$ cat src/rtl/seven_segment_editor.sv
// -----------------------------------------------------------------------------
// seven_segment_editor
//
// Front-panel editor for an N-digit hex seven-segment display. Five debounced
// button levels are turned into a cursor position, a decimal-point mask and
// an editable hex value. There are two modes:
//   NAVIGATE - up/down toggle the decimal point under the cursor.
//   EDIT     - up/down step the nibble under the cursor, with hold-to-repeat,
//              and the digit under the cursor blinks.
// Left/right move the cursor in both modes. Center toggles the mode.
//
// Ports:
//   clock, resetN            clock, asynchronous active-low reset
//   buttonLeft/Right/Up/Down/Center
//                            debounced button levels, synchronous to clock
//   load, loadData           one-cycle strobe that overwrites the value
//   data                     edited value, nibble i drives digit i (0 = right)
//   pointEnable              decimal-point mask
//   digitBlank               per-digit blank request (cursor blink)
//   cursor, cursorOneHot     selected digit index and its one-hot decode
//   editMode                 0 = NAVIGATE, 1 = EDIT
// -----------------------------------------------------------------------------
module seven_segment_editor #(
    parameter int NUM_DIGITS    = 4,
    parameter int HOLD_CYCLES   = 25_000_000,
    parameter int REPEAT_CYCLES = 5_000_000,
    parameter int BLINK_CYCLES  = 12_500_000,
    localparam int CW           = (NUM_DIGITS > 1) ? $clog2(NUM_DIGITS) : 1
) (
    input  logic                    clock,
    input  logic                    resetN,
    input  logic                    buttonLeft,
    input  logic                    buttonRight,
    input  logic                    buttonUp,
    input  logic                    buttonDown,
    input  logic                    buttonCenter,
    input  logic                    load,
    input  logic [4*NUM_DIGITS-1:0] loadData,
    output logic [4*NUM_DIGITS-1:0] data,
    output logic [NUM_DIGITS-1:0]   pointEnable,
    output logic [NUM_DIGITS-1:0]   digitBlank,
    output logic [CW-1:0]           cursor,
    output logic [NUM_DIGITS-1:0]   cursorOneHot,
    output logic                    editMode
);

    typedef enum logic {
        NAVIGATE = 1'b0,
        EDIT     = 1'b1
    } mode_e;

    // Repeat counter only has to reach the larger of the two intervals minus one.
    localparam int RPT_MAX = (HOLD_CYCLES > REPEAT_CYCLES) ? HOLD_CYCLES : REPEAT_CYCLES;
    localparam int RCW     = (RPT_MAX > 1) ? $clog2(RPT_MAX) : 1;
    localparam int BCW     = (BLINK_CYCLES > 1) ? $clog2(BLINK_CYCLES) : 1;

    localparam logic [CW-1:0]  CUR_LAST   = CW'(NUM_DIGITS - 1);
    localparam logic [RCW-1:0] HOLD_LAST  = RCW'(HOLD_CYCLES - 1);
    localparam logic [RCW-1:0] REP_LAST   = RCW'(REPEAT_CYCLES - 1);
    localparam logic [BCW-1:0] BLINK_LAST = BCW'(BLINK_CYCLES - 1);

    // Button vector order: {center, down, up, right, left}
    localparam int B_LEFT   = 0;
    localparam int B_RIGHT  = 1;
    localparam int B_UP     = 2;
    localparam int B_DOWN   = 3;
    localparam int B_CENTER = 4;

    mode_e                   mode_q, mode_d;
    logic [CW-1:0]           cursor_q, cursor_d;
    logic [4*NUM_DIGITS-1:0] data_q, data_d;
    logic [NUM_DIGITS-1:0]   point_q, point_d;
    logic [4:0]              btn_prev_q, btn_prev_d;
    logic [RCW-1:0]          rpt_cnt_q, rpt_cnt_d;
    logic                    rpt_run_q, rpt_run_d;   // 0: waiting for first repeat, 1: repeating
    logic [BCW-1:0]          blink_cnt_q, blink_cnt_d;
    logic                    blink_phase_q, blink_phase_d;

    logic [4:0]            btn;
    logic [4:0]            ev;
    logic                  rpt_clear;
    logic                  rpt_fire;
    logic                  step_up;
    logic                  step_down;
    logic [NUM_DIGITS-1:0] one_hot;

    assign btn = {buttonCenter, buttonDown, buttonUp, buttonRight, buttonLeft};
    assign ev  = btn & ~btn_prev_q;

    // NOTE: every signal assigned in always_comb gets a default at the top so no
    // path can leave it unassigned and infer a latch.
    always_comb begin
        mode_d        = mode_q;
        cursor_d      = cursor_q;
        data_d        = data_q;
        point_d       = point_q;
        btn_prev_d    = btn;
        rpt_cnt_d     = rpt_cnt_q;
        rpt_run_d     = rpt_run_q;
        rpt_fire      = 1'b0;
        blink_cnt_d   = blink_cnt_q;
        blink_phase_d = blink_phase_q;
        step_up       = 1'b0;
        step_down     = 1'b0;

        // Mode toggle.
        if (ev[B_CENTER]) begin
            mode_d = (mode_q == EDIT) ? NAVIGATE : EDIT;
        end

        // Cursor: left wins over right; wrap is modulo NUM_DIGITS.
        if (ev[B_LEFT]) begin
            cursor_d = (cursor_q == CUR_LAST) ? '0 : cursor_q + 1'b1;
        end else if (ev[B_RIGHT]) begin
            cursor_d = (cursor_q == '0) ? CUR_LAST : cursor_q - 1'b1;
        end

        // Auto-repeat tracks up when up is held, otherwise down. Any change of
        // the up level covers both an up press and a switch of tracked key.
        rpt_clear = (mode_q != EDIT)
                  || !(buttonUp || buttonDown)
                  || (buttonUp != btn_prev_q[B_UP])
                  || (ev[B_DOWN] && !buttonUp);

        if (rpt_clear) begin
            rpt_cnt_d = '0;
            rpt_run_d = 1'b0;
        end else if (rpt_run_q ? (rpt_cnt_q == REP_LAST) : (rpt_cnt_q == HOLD_LAST)) begin
            rpt_fire  = 1'b1;
            rpt_cnt_d = '0;
            rpt_run_d = 1'b1;
        end else begin
            rpt_cnt_d = rpt_cnt_q + 1'b1;
        end

        step_up   = ev[B_UP]   || (rpt_fire && buttonUp);
        step_down = ev[B_DOWN] || (rpt_fire && !buttonUp);

        // Value and point actions use the mode and cursor held before the edge.
        if (load) begin
            data_d = loadData;
        end else if (mode_q == EDIT) begin
            for (int i = 0; i < NUM_DIGITS; i++) begin
                if (cursor_q == CW'(i)) begin
                    if (step_up) begin
                        data_d[4*i +: 4] = data_q[4*i +: 4] + 4'd1;
                    end else if (step_down) begin
                        data_d[4*i +: 4] = data_q[4*i +: 4] - 4'd1;
                    end
                end
            end
        end

        if ((mode_q == NAVIGATE) && (ev[B_UP] || ev[B_DOWN])) begin
            point_d[cursor_q] = ~point_q[cursor_q];
        end

        // Blink restarts visible whenever EDIT is entered or the cursor moves,
        // and is parked at zero outside EDIT.
        if ((mode_d != EDIT) || (mode_q != EDIT) || ev[B_LEFT] || ev[B_RIGHT]) begin
            blink_cnt_d   = '0;
            blink_phase_d = 1'b0;
        end else if (blink_cnt_q == BLINK_LAST) begin
            blink_cnt_d   = '0;
            blink_phase_d = ~blink_phase_q;
        end else begin
            blink_cnt_d   = blink_cnt_q + 1'b1;
        end
    end

    // NOTE: state registers use non-blocking assignments so every flop samples
    // the pre-edge values regardless of statement order.
    always_ff @(posedge clock or negedge resetN) begin
        if (!resetN) begin
            mode_q        <= NAVIGATE;
            cursor_q      <= '0;
            data_q        <= '0;
            point_q       <= '0;
            btn_prev_q    <= '0;
            rpt_cnt_q     <= '0;
            rpt_run_q     <= 1'b0;
            blink_cnt_q   <= '0;
            blink_phase_q <= 1'b0;
        end else begin
            mode_q        <= mode_d;
            cursor_q      <= cursor_d;
            data_q        <= data_d;
            point_q       <= point_d;
            btn_prev_q    <= btn_prev_d;
            rpt_cnt_q     <= rpt_cnt_d;
            rpt_run_q     <= rpt_run_d;
            blink_cnt_q   <= blink_cnt_d;
            blink_phase_q <= blink_phase_d;
        end
    end

    assign one_hot      = NUM_DIGITS'(1) << cursor_q;
    assign data         = data_q;
    assign pointEnable  = point_q;
    assign cursor       = cursor_q;
    assign cursorOneHot = one_hot;
    assign digitBlank   = blink_phase_q ? one_hot : '0;
    assign editMode     = (mode_q == EDIT);

endmodule

$ cat config.mk
export PLATFORM = sky130hd
export DESIGN_NAME = seven_segment_editor
export DESIGN_NICKNAME = d
export VERILOG_FILES = /design/src/rtl/seven_segment_editor.sv
export SDC_FILE = /design/constraint.sdc
export NUM_CORES = 1
export LEC_CHECK = 0
export CAP_MARGIN = 5
export CORE_MARGIN = 1
export CORE_UTILIZATION = 55
export DETAILED_ROUTE_END_ITERATION = 8
export DONT_BUFFER_PORTS = 1
export MAX_ROUTING_LAYER = met4
export PLACE_DENSITY_LB_ADDON = 0.12
export REMOVE_ABC_BUFFERS = 1
export SLEW_MARGIN = 0
export SYNTH_ARGS = -nofsm -noshare
export SYNTH_HDL_FRONTEND = slang
export SYNTH_SLANG_ARGS = --single-unit
$ cat constraint.sdc
create_clock -name clock -period 9.4 [get_ports clock]
set_clock_uncertainty 0.15 [all_clocks]
set_input_delay 1.88 -clock clock [delete_from_list [all_inputs] [get_ports clock]]
set_output_delay 1.88 -clock clock [all_outputs]
set_load 0.01 [all_outputs]
==> impl_results.md, run 1 <==
- Status: finished clean
- Die Span Y: approximately 90 um
- Dpl cells: 514
- RSZ-0062 raised after global routing: false
- Comb power frac: 21.4%
- Slew headroom: a little under two fifths
- Synth async-reset ratio: 100.0%
- Synthesized cell area: 4274 um2
- Crit path buffers/inverters: 1
- Sw Pwr: 0.2862 mW
- WHS: 344.1 ps
- GRT busiest layer: met2
- Worst-Margin Slew: between 900 and 1000 ps
- Die X: 90.16 um
- Worst vdd ir: 0.0001411 V
- Yosys reg bits: 79
- Met1 Use GR: 32.15%
- Cells after Synth: 424
- PortBufs: 0
- Largest net degree at the start of global routing: 80
- EDFF count, synth: 0
- Drt pass-1 iters: 4
- Routability cong.: 0.8296
- Maximum root-to-sink buffer count: 2
- TNS Setup: 0 ps
- Number of buffers added for setup after CTS: 0
- Max-cap violations: 0
- GRT overflow: 0
- Area contributors post-synth: dfrtp_1, xor2_1, nor2_1
- Static Leak: 1.991 nW
- Io pins: 55
- Final hold viol count: 0
- FF-to-FF Start: rpt_cnt_q[6]$_DFF_PN0_
- Detailed-route DRC error count: 0
- P_int: 0.5783 mW
- CP cell instances: ha_1, and3_1, o2111a_1, or2_2, inv_1, ha_1, a21o_1, a21oi_1, nor3_1, or4_1, a31oi_1
- Xor and xnor area share after synthesis: 11.07%
- Clock Power Share: between 20% and 30%
- Worst min-delay path endpoint: blink_cnt_q[0]$_DFF_PN0_
- Sw frac: 33.10%
- CP delay by family, top: simple AND/OR/NAND/NOR gates
- Post-cts resize count: 0
- Final antenna diode count: 0
- Max Clock Freq: about 220 MHz
- Register clock-pin slew on the reported worst setup and hold paths: roughly 80 ps
- Vias in the first global route: 2902
- Design area: 4551 um2
- CP max FO: 9
- Slowest library cell on the worst path: or4_1
- Synth Warn #: 0
- Via count: about 3000
- Post-synth top flop: dfrtp_1
- Final Util: 61.75%
- Cts hold-fix bufs: 0
- DIE AREA: 8128 um2
- Nets: 470
- Initial detailed-routing violation count: 159
- Layout cell share with drive strength beyond 1: ~7.2%
- Power per Cell Area: 190.0 nW/um2
- H-tree depth: 3
- Initial antenna violation count: 0
- Crit path time final: 4487 ps
- Crit Path Class: input pin to flip-flop
- Total power: between 0.8 and 0.9 mW
- Core ar.: around 7400 um2
- GRT met2 Usage: 33.59%
- Starting Density: 58.00%
- Most used cell, CP: ha_1
- Stages on worst setup path: 11
- Hold crit path type: flip-flop to flip-flop
- Area growth syn-to-layout: 6.469%
- Avg Cell Area, Syn: 10.08 um2
- Flop pwr share: 48.9%
- Number of distinct library cells after synthesis: 52
- Worst setup slack after layout: 4913 ps
- Area after DPL: 4352 um2
- Hold path start: blink_cnt_q[0]$_DFF_PN0_
- R2r endpoint: data[11]$_DFFE_PN0P_
- Post-route ant nets: 0
- Top cell type's share of synthesized area: between 40 and 50%
- Vias per cell: between 5 and 6
- Reg2reg path depth: 11
- Max-slew violations: 0
- Mux share of post-synthesis cell area: 3.454%
- FF-to-FF setup slack: 5600 ps
- Met3 GRT Util: under 10%
- Critical path's largest stage delay: 430 ps
- Root Buffer Master: clkbuf_8
- Fraction of the yosys area taken by sequential cells: between 40% and 50%
- Clock Latency Late Sink: between 300 and 400 ps
- Simple-Gate Fraction of Synth Area: 21.31%
- CTS tree: built
- Final wirelength: approximately 8.4 mm
- Largest family of logic cells by synthesized area: simple AND/OR/NAND/NOR gates
- Worst slack, placed: 4579 ps
- WL per Instance: ~16 um
- Req. time, crit path: 9510 ps
- CTS sink count: 79
- DP HPWL: 5.887 mm
- CP Launch Type: input pin
- Inserted Clock Buffers: 9
- CP arrival: ~4600 ps
- Synth area leader: dfrtp_1
- Rows: 31
- Post-Synth Adder-Cell Area: under 10%
- Hold path cells: 1
- Global-route wire length before repair: 14.48 mm
- Crit end category: flip-flop
- Final setup vio count: 0
- Non-filler cells, final: 530
- Synth Area in Compound Gates: 8.607%
- Total Routing Usage GR: 23.16%
- Fin crit share: a little under half
power by group through the flow:
stage,logic [mW],registers (mW),clock network [mW]
2_1_floorplan,0.148,0.417,0
3_5_place_dp,0.185,0.430,0
5_1_grt,0.209,0.428,0.277
4_1_cts,0.185,0.423,0.266
3_3_place_gp,0.181,0.430,0
6_report,0.185,0.423,0.257
sequential cells by signal, indices dropped and copies added, names as in the netlist:
| signal | cells |
|---|---|
| rpt_cnt_q | 25 |
| blink_cnt_q | 24 |
| data | 16 |
| btn_prev_q | 5 |
| pointEnable | 4 |
| cursor | 2 |
| blink_phase_q | 1 |
| editMode | 1 |
| rpt_run_q | 1 |
worst max-delay path by stage:
stage	start	end
2_1_floorplan	buttonUp	data[11]$_DFFE_PN0P_
3_3_place_gp	buttonUp	data[7]$_DFFE_PN0P_
3_5_place_dp	buttonUp	data[11]$_DFFE_PN0P_
4_1_cts	buttonUp	data[11]$_DFFE_PN0P_
5_1_grt	buttonUp	data[11]$_DFFE_PN0P_
6_report	buttonUp	data[11]$_DFFE_PN0P_
metal layers:
| metal | vias up | share of wire, % |
|---|---|---|
| li1 | 1461 | - |
| met1 | 1470 | 48 |
| met2 | 50 | 47 |
| met3 | 7 | 4.5 |
| met4 | 0 | 1.0 |
| met5 | - | 0 |
kinds of logic after synthesis:
kind of cell    after synthesis
xor+xnor                     54
compound gates               53
buf+inv                      28
mux                          13
simple gates                177
flops                        79
fa+ha+maj                    20
layout by cell type, fill, tap and decap left out, types with 10 or more instances in the layout:
master	Yosys	routed
dfrtp_1	79	79
nor2_1	66	66
xor2_1	30	30
nand2_1	25	25
xnor2_1	24	24
nand3_1	20	20
inv_1	19	19
ha_1	16	16
and3_1	14	14
a21oi_1	10	10
clkbuf_8	0	10
synth_stat cells, types with 2 or more instances:
master,number
a31oi_1,8
clkbuf_1,6
o31ai_1,4
nand3_1,20
nand2_1,25
mux2_2,4
a21o_1,4
and3_1,14
fa_1,4
nor3_4,2
and4_1,2
mux2i_1,8
nor2b_1,3
inv_1,19
ha_1,16
nor4_1,3
o21ai_1,4
o21ai_0,6
xor2_1,30
a21oi_1,10
nor2_1,66
nand4bb_1,2
or4_1,4
and2_1,4
a21boi_2,2
dfrtp_1,79
a21boi_1,2
nand4_1,9
nor3_1,9
xnor2_1,24
o21ai_2,2
o21a_1,5
nor4b_1,2
nand2b_1,4
cell type report:
| class | count | area, um2 |
|---|---|---|
| Clock buffer | 12 | 145.1 |
| Clock inverter | 4 | 53.80 |
| Fill cell | 631 | 2819 |
| Inverter | 19 | 71.32 |
| Multi-Input combinational cell | 317 | 2180 |
| Sequential cell | 79 | 1977 |
| Tap cell | 99 | 123.9 |
No activity file was read; power rests on OpenSTA's default activity.
==> run 2: changes to the inputs <==
Clock period 9.4 ns to 4.2 ns, I/O delays scaled along.
==> impl_results.md, run 2 (same netlist as run 1, synthesis figures left out) <==
- Io pins: 55
- Max Clock Freq: 270.5 MHz
- Fin crit share: 88.01%
- Total Routing Usage GR: 22.79%
- Static Leak: 1.992 nW
- Rows: 31
- Routability cong.: 0.8336
- Register name with the most flops: rpt_cnt_q
- Crit end category: flip-flop
- WL per Instance: 15.70 um
- Comb power frac: 21.4%
- CP max FO: 9
- Hold crit path type: input pin to asynchronous set/reset pin
- Post-route ant nets: 0
- Worst setup slack after layout: 503.5 ps
- Starting Density: 58.00%
- Status: finished clean
- Max reg flops: 25
- Post-cts resize count: 0
- Most common cell after layout, fill and taps aside: dfrtp_1
- Most frequent cells in the layout: dfrtp_1, nor2_1, xor2_1, nand2_1, xnor2_1
- Clock Power Share: 29.3%
- Vias per cell: ~5.6
- Die Span Y: roughly 90 um
- Worst slack, placed: 458.7 ps
- CP Launch Type: flip-flop
- Flop pwr share: 49.3%
- Final antenna diode count: 0
- Maximum root-to-sink buffer count: 2
- Largest net degree at the start of global routing: 80
- Detailed-route DRC error count: 0
- Core ar.: about 7400 um2
- Final hold viol count: 0
- H-tree depth: 3
- Cts hold-fix bufs: 0
- Worst-Margin Slew: ~950 ps
- Sw frac: 32.91%
- Max-slew violations: 0
- CTS tree: built
- Req. time, crit path: 4330 ps
- Via count: ~3000
- Vias in the first global route: 2993
- DIE AREA: 8128 um2
- Final Util: between 60 and 70%
- Die X: 90.16 um
- FF-to-FF setup slack: 500 ps
- Inserted Clock Buffers: 9
- DP HPWL: 5.901 mm
- PortBufs: 0
- Worst vdd ir: 0.0003659 V
- Drt pass-1 iters: 4
- Layout cell share with drive strength beyond 1: 6.961%
- Register clock-pin slew on the reported worst setup and hold paths: 80 ps
- Max-cap violations: 0
- Clock Latency Late Sink: 350 ps
- CTS sink count: between 70 and 80
- Number of buffers added for setup after CTS: 0
- GRT overflow: 0
- Root Buffer Master: clkbuf_8
- Crit path time final: about 3700 ps
- Initial antenna violation count: 0
- Power per Cell Area: 423.6 nW/um2
- Final setup vio count: 0
- TNS Setup: 0 ps
- RSZ-0062 raised after global routing: false
- Initial detailed-routing violation count: between 100 and 150
- Area growth syn-to-layout: 6.294%
- Final wirelength: roughly 8.3 mm
- P_int: around 1.3 mW
- Nets: between 400 and 500
- Crit Path Class: flip-flop to flip-flop
- CP arrival: 3820 ps
- Slew headroom: 36.80%
- Sw Pwr: 0.6334 mW
- Global-route wire length before repair: 14.26 mm
run 2: cell types whose count changed in the layout (fill, tap and decap cells not counted), sizes merged:
cell      previous run  this run
clkbuf              12        13
clkinv               0         1
clkinvlp             2         1
inv                 20        19
run 2: worst paths after layout:
kind | startpoint | endpoint | cells after the start
hold reg to reg | blink_cnt_q[0]$_DFF_PN0_ | blink_cnt_q[0]$_DFF_PN0_ | 1
min in group clock | blink_cnt_q[0]$_DFF_PN0_ | blink_cnt_q[0]$_DFF_PN0_ | 1
setup / recovery | rpt_cnt_q[13]$_DFF_PN0_ | data[11]$_DFFE_PN0P_ | 11
hold / removal | resetN | data[6]$_DFFE_PN0P_ | 0
setup reg to reg | rpt_cnt_q[13]$_DFF_PN0_ | data[11]$_DFFE_PN0P_ | 11
max in group asynchronous | resetN | blink_cnt_q[8]$_DFF_PN0_ | 0
run 2: layer usage:
metal	share of wire (%)	wire, um	track usage, %
met1	49	4062	30.17
met2	46	3801	34.35
met3	3.6	296	4.569
met4	1.9	160	9.543
met5	0	0	-
run 2: area by class of cell:
| class | instances | area [um2] |
|---|---|---|
| inverter | 19 | 71.32 |
| sequential | 79 | 1977 |
| multi-input combinational | 317 | 2180 |
| fill | 624 | 2826 |
| tap | 99 | 123.9 |
| clock inverter | 3 | 42.54 |
| clock buffer | 13 | 148.9 |
run 2: worst max-delay path: stages, from the launching register on:
cell	delay [ps]
dfrtp_1	450
or4_4	570
nor3_4	260
o2111a_1	400
or2_2	260
inv_1	170
ha_1	300
a21o_1	170
a21oi_1	180
nor3_1	80
or4_1	420
a31oi_1	190
run 2: per-stage QoR:
| stage | hold WS [ps] | cell area [um2] | cells | power, mW |
|---|---|---|---|---|
| after global placement | 330.2 | 4352 | 514 | 1.367 |
| after detailed placement | 332.0 | 4352 | 514 | 1.376 |
| after floorplan | 297.9 | 4228 | 415 | 1.263 |
| after CTS | 2.021 | 4543 | 530 | 1.945 |
| final | 24.40 | 4543 | 530 | 1.925 |
| after global routing | 2.251 | 4543 | 530 | 2.040 |
run 2: power groups by stage:
stage / combinational (mW) / sequential, mW / clock (mW)
floorplan: 0.330 / 0.933 / 0
CTS: 0.413 / 0.950 / 0.582
finish: 0.412 / 0.950 / 0.563
global placement: 0.403 / 0.963 / 0
detailed placement: 0.411 / 0.965 / 0
global route: 0.470 / 0.961 / 0.609
==> run 3: changes to the inputs <==
Settings changed: SLEW_MARGIN 0 to 20.
==> results of run 3 <==
Final layout, timing and power as in run 2 (identical DEF).
==> patch 1: new RTL, settings of run 2 <==
`data_q` no longer has a reset.
--- a/src/rtl/seven_segment_editor.sv
+++ b/src/rtl/seven_segment_editor.sv
@@ -174,7 +174,6 @@
         if (!resetN) begin
             mode_q        <= NAVIGATE;
             cursor_q      <= '0;
-            data_q        <= '0;
             point_q       <= '0;
             btn_prev_q    <= '0;
             rpt_cnt_q     <= '0;
@@ -184,7 +183,6 @@
         end else begin
             mode_q        <= mode_d;
             cursor_q      <= cursor_d;
-            data_q        <= data_d;
             point_q       <= point_d;
             btn_prev_q    <= btn_prev_d;
             rpt_cnt_q     <= rpt_cnt_d;
@@ -192,6 +190,10 @@
             blink_cnt_q   <= blink_cnt_d;
             blink_phase_q <= blink_phase_d;
         end
+    end
+
+    always_ff @(posedge clock) begin
+        data_q <= data_d;
     end
 
     assign one_hot      = NUM_DIGITS'(1) << cursor_q;
Function: changed (Yosys sat finds a counterexample within 4 cycles, from zero or initial values and one cycle with resetN low).
==> patch 1 against run 2 <==
- area after synthesis decreased by 1.6%
- sequential power up 2.2%
- global-route usage shrank 0.39 points
- first-iteration DRC count grew 27%
- cell area decreased by 1.7%
- total power shrank 1.3%
- count of clock-buffer cells in the layout fell by 2
- wire length fell by 4.5%
- worst setup slack got worse by 0.0055 ns
- sequential cell count did not move
- final cell count decreased by 2.1%
- die area is 1.6% lower
- critical endpoint is now data[3]
==> patch 1: results (changes against run 2) <==
** Drt
- Sum of met2 wire segment lengths after detailed routing :: 3820 µm (was 3800 µm)
- Met3 routed WL :: 317 µm (was 296 µm)
- The total vias in the final route was 2888 (was 2987).
- Wire length after detailed routing :: 7950 µm (was 8320 µm)
- The average wire per cell in the routed design is 15.3 µm (was 15.7 µm).
- M1 WL :: 3720 µm (was 4060 µm)
- Initial DRC count :: 184 (was 145)

** Status
- Run status :: finished, final reports clean (unchanged)

** Synth
- Adder-Cell Fraction of Synth Area :: 0.0666 (was 0.0656)
- The post-synthesis mux area share is 0.00536 (was 0.0345).
- The xor/xnor cell area share of the yosys netlist came to 0.112 (was 0.111).
- Most instantiated cells after synthesis: 65 x sky130_fd_sc_hd__nor2_1, 63 x sky130_fd_sc_hd__dfrtp_1, 36 x sky130_fd_sc_hd__xor2_1, 30 x sky130_fd_sc_hd__nand2_1, 22 x sky130_fd_sc_hd__nand3_1 (was 79 x sky130_fd_sc_hd__dfrtp_1, 66 x sky130_fd_sc_hd__nor2_1, 30 x sky130_fd_sc_hd__xor2_1, 25 x sky130_fd_sc_hd__nand2_1, 24 x sky130_fd_sc_hd__xnor2_1).
- Number of warnings issued by yosys :: 0 (unchanged)
- The portion of the post-synthesis area used by sequential elements came to 0.489 (was 0.463).
- Synth unique cells :: 43 (was 52)
- The share of synthesized registers carrying an async set or reset came to 0.797 (was 1.00).
- The share of the synthesized area in compound gates (AO/OA/AOI/OAI) came to 0.0726 (was 0.0861).
- Synth area leaders: sky130_fd_sc_hd__dfrtp_1 37%, sky130_fd_sc_hd__edfxtp_1 11%, sky130_fd_sc_hd__xor2_1 7.5% (was sky130_fd_sc_hd__dfrtp_1 46%, sky130_fd_sc_hd__xor2_1 6.1%, sky130_fd_sc_hd__nor2_1 5.8%).
- The count of flip-flops with a built-in enable after synthesis came to 16 (was 0).

** Final layout
- The net count reported at finish is 459 (was 470).
- The fill cell instance count of the final layout came to 601 (was 624).

** Placed design
- Number of placed instances with taps included :: 502 (was 514)
- DP Wirelength :: 5340 µm (was 5900 µm)
- The setup slack after placement came to 0.498 ns (was 0.459 ns).

** Setup path
- The peak fanout along the critical path came to 8 (was 9).
- The beginning of the critical path was rpt_cnt_q[7] (was rpt_cnt_q[13]).

** Power
- The worst vdd rail ir drop came to 0.268 mV (was 0.366 mV).
- The static power due to leakage is 1.87 nW (was 1.99 nW).

** Global route
- The global routing met2 resource utilization came to 0.366 (was 0.344).
- The number of global-route vias before repair came to 2819 (was 2993).
- The met3 layer usage reported by global route came to 0.0646 (was 0.0457).
- The fraction of met1 tracks used by global routing came to 0.277 (was 0.302).
- Global-route wire length before repair :: 13200 µm (was 14300 µm)

** STA
- The maximum achievable frequency is 270 MHz (was 271 MHz).
patch 1: cell families (layout without fill, tap and decap cells):
kind of cell    Yosys count  count (layout)
buf+inv                  33              38
simple gates            180             180
flops                    79              79
xor+xnor                 54              54
compound gates           48              48
mux                       1               1
fa+ha+maj                20              20
patch 1: power by group:
part | leakage, nW | internal, mW | total [mW] | switching [mW]
combinational | 0.754 | 0.142 | 0.354 | 0.212
sequential | 1.01 | 0.865 | 0.971 | 0.107
clock | 0.104 | 0.292 | 0.574 | 0.283
total | 1.87 | 1.30 | 1.90 | 0.601
patch 1: critical path, delay by kind of cell (launching register included):
family,cells,cell delay (ns)
xor gates and xnor gates,1,0.18
and+or+nand+nor,5,1.81
adders and majority gates,1,0.31
AOI/OAI and AO/OA,3,0.40
DFF,1,0.42
buffers and inverters,1,0.18
patch 1: final cells by class:
cell class	instances	area share
well taps	99	0.0277
inverters	20	0.0168
clock buffers	11	0.0317
clock inverters	5	0.0123
flip-flops and latches	79	0.461
repair buffers	2	0.00392
multi-input cells	303	0.447
==> patch 2: new RTL, flow settings as in run 2 <==
Made on the original files. The parameter `NUM_DIGITS` goes from 4 to 2.
--- a/src/rtl/seven_segment_editor.sv
+++ b/src/rtl/seven_segment_editor.sv
@@ -21,7 +21,7 @@
 //   editMode                 0 = NAVIGATE, 1 = EDIT
 // -----------------------------------------------------------------------------
 module seven_segment_editor #(
-    parameter int NUM_DIGITS    = 4,
+    parameter int NUM_DIGITS    = 2,
     parameter int HOLD_CYCLES   = 25_000_000,
     parameter int REPEAT_CYCLES = 5_000_000,
     parameter int BLINK_CYCLES  = 12_500_000,
Interface: changed (6 resized); port bits go from 55 to 32. The function was not compared with the original's and may differ.
==> patch 2 against run 2 <==
- wire length decreased by 23%
- cell area decreased by 17%
- clock power decreased by 10%
- sequential cell count decreased by 11
- worst setup slack improved by 0.35 ns
- area after synthesis decreased by 17%
- combinational power decreased by 45%
- synthesized cell count decreased by 18%
- total power decreased by 21%
- critical path type unchanged
- critical endpoint is now data[3]
==> patch 2: results (changes against run 2) <==
** Drt
- Met3 routed WL :: 196 µm (was 296 µm)
- The average via count per standard cell is 5.55 (was 5.64).
- The DRC marker count from the first detailed-route iteration was 102 (was 145).
- The wire length on met1 came to 3040 µm (was 4060 µm).
- The final wirelength was 6390 µm (was 8320 µm).
- The met2 layer wire length in the routed design is 3010 µm (was 3800 µm).

** Setup path
- The worst flop-to-flop path endpoint was data[3] (was data[11]).
- The peak fanout along the critical path was 5 (was 9).
- Cell with the largest stage delay on the worst path :: sky130_fd_sc_hd__dfrtp_1 (was sky130_fd_sc_hd__or4_4)
- The data arrival time of the worst path came to 3.45 ns (was 3.82 ns).
- The highest cell delay on the worst timing path is 0.40 ns (was 0.57 ns).
- The reg-to-reg setup timing slack was 0.86 ns (was 0.50 ns).

** Final layout
- Number of flip-flops and latches :: 68 (was 79)
- The non-clock inverter count in the final layout is 18 (was 19).
- Area occupied by multi-input gates :: 1710 µm² (was 2180 µm²)
- The clock-cell share of area is 0.0473 (was 0.0421).
- The ratio of cells with drive above 1 in the final layout was 0.0868 (was 0.0696).
- The fill cell instance count of the final layout was 523 (was 624).
- Finished Layout Cells :: 432 (was 530)

** Placed design
- The number of instances in the placed design is 416 (was 514).

** Global route
- Routing usage on met2 :: 0.341 (was 0.344)
- Overall global routing resource usage :: 0.214 (was 0.228)
- The pin count of the biggest net entering global routing is 69 (was 80).
- The number of global-route vias before repair is 2357 (was 2993).
- The met3 layer usage reported by global route came to 0.0385 (was 0.0457).
- The global-route wire length before repair is 10400 µm (was 14300 µm).

** Status
- Run status: finished, final reports clean (unchanged).

** Synth
- Most instantiated cells after synthesis: 68 x sky130_fd_sc_hd__dfrtp_1, 66 x sky130_fd_sc_hd__nor2_1, 28 x sky130_fd_sc_hd__xor2_1, 25 x sky130_fd_sc_hd__xnor2_1, 21 x sky130_fd_sc_hd__nand3_1 (was 79 x sky130_fd_sc_hd__dfrtp_1, 66 x sky130_fd_sc_hd__nor2_1, 30 x sky130_fd_sc_hd__xor2_1, 25 x sky130_fd_sc_hd__nand2_1, 24 x sky130_fd_sc_hd__xnor2_1).
- The portion of the post-synthesis area used by sequential elements came to 0.482 (was 0.463).
- The number of distinct library cells after synthesis was 47 (was 52).

** Power
- The worst vdd rail ir drop was 0.246 mV (was 0.366 mV).
- Static Leakage :: 1.55 nW (was 1.99 nW)

** STA
- Relative slew slack :: 0.383 (was 0.368)
-- patch 2: cell count changes after synthesis, moves of 3 or more --
cell | run 2 | this run
sky130_fd_sc_hd__a31oi_1 | 8 | 3
sky130_fd_sc_hd__and3_1 | 14 | 5
sky130_fd_sc_hd__mux2i_1 | 8 | 4
sky130_fd_sc_hd__nand4_1 | 9 | 12
sky130_fd_sc_hd__o21ai_0 | 6 | 0
sky130_fd_sc_hd__nand2_1 | 25 | 19
sky130_fd_sc_hd__ha_1 | 16 | 8
sky130_fd_sc_hd__and2_1 | 4 | 1
sky130_fd_sc_hd__a21oi_1 | 10 | 4
sky130_fd_sc_hd__and2_2 | 0 | 3
sky130_fd_sc_hd__nand4_2 | 0 | 3
sky130_fd_sc_hd__dfrtp_1 | 79 | 68
-- patch 2: logic make-up after synthesis --
| kind of cell | share of synthesized area |
|---|---|
| compound gates | 0.0553 |
| xor+xnor | 0.131 |
| fa+ha+maj | 0.0397 |
| buf+inv | 0.0333 |
| flops | 0.482 |
| mux | 0.0177 |
| simple gates | 0.241 |
-- patch 2: worst max-delay path by stage --
stage | start | to | slack [ns] | cells past startpoint
after floorplan | buttonUp | data[3] | 1.04 | 11
after global placement | buttonUp | data[3] | 0.90 | 11
after detailed placement | buttonUp | data[3] | 0.78 | 11
after CTS | rpt_cnt_q[0] | data[3] | 0.84 | 12
after global routing | rpt_cnt_q[0] | data[3] | 0.63 | 12
final | rpt_cnt_q[0] | data[3] | 0.86 | 12
-- patch 2: through the flow --
step	total power, mW	area [µm²]
CTS	1.54	3750
detailed placement	1.03	3570
global placement	1.02	3570
floorplan	0.970	3480
global route	1.60	3750
finish	1.52	3750
-- patch 2: report_power, final --
part,internal [mW],switching [mW]
Clock,0.275,0.231
Sequential,0.700,0.0892
Combinational,0.0967,0.130
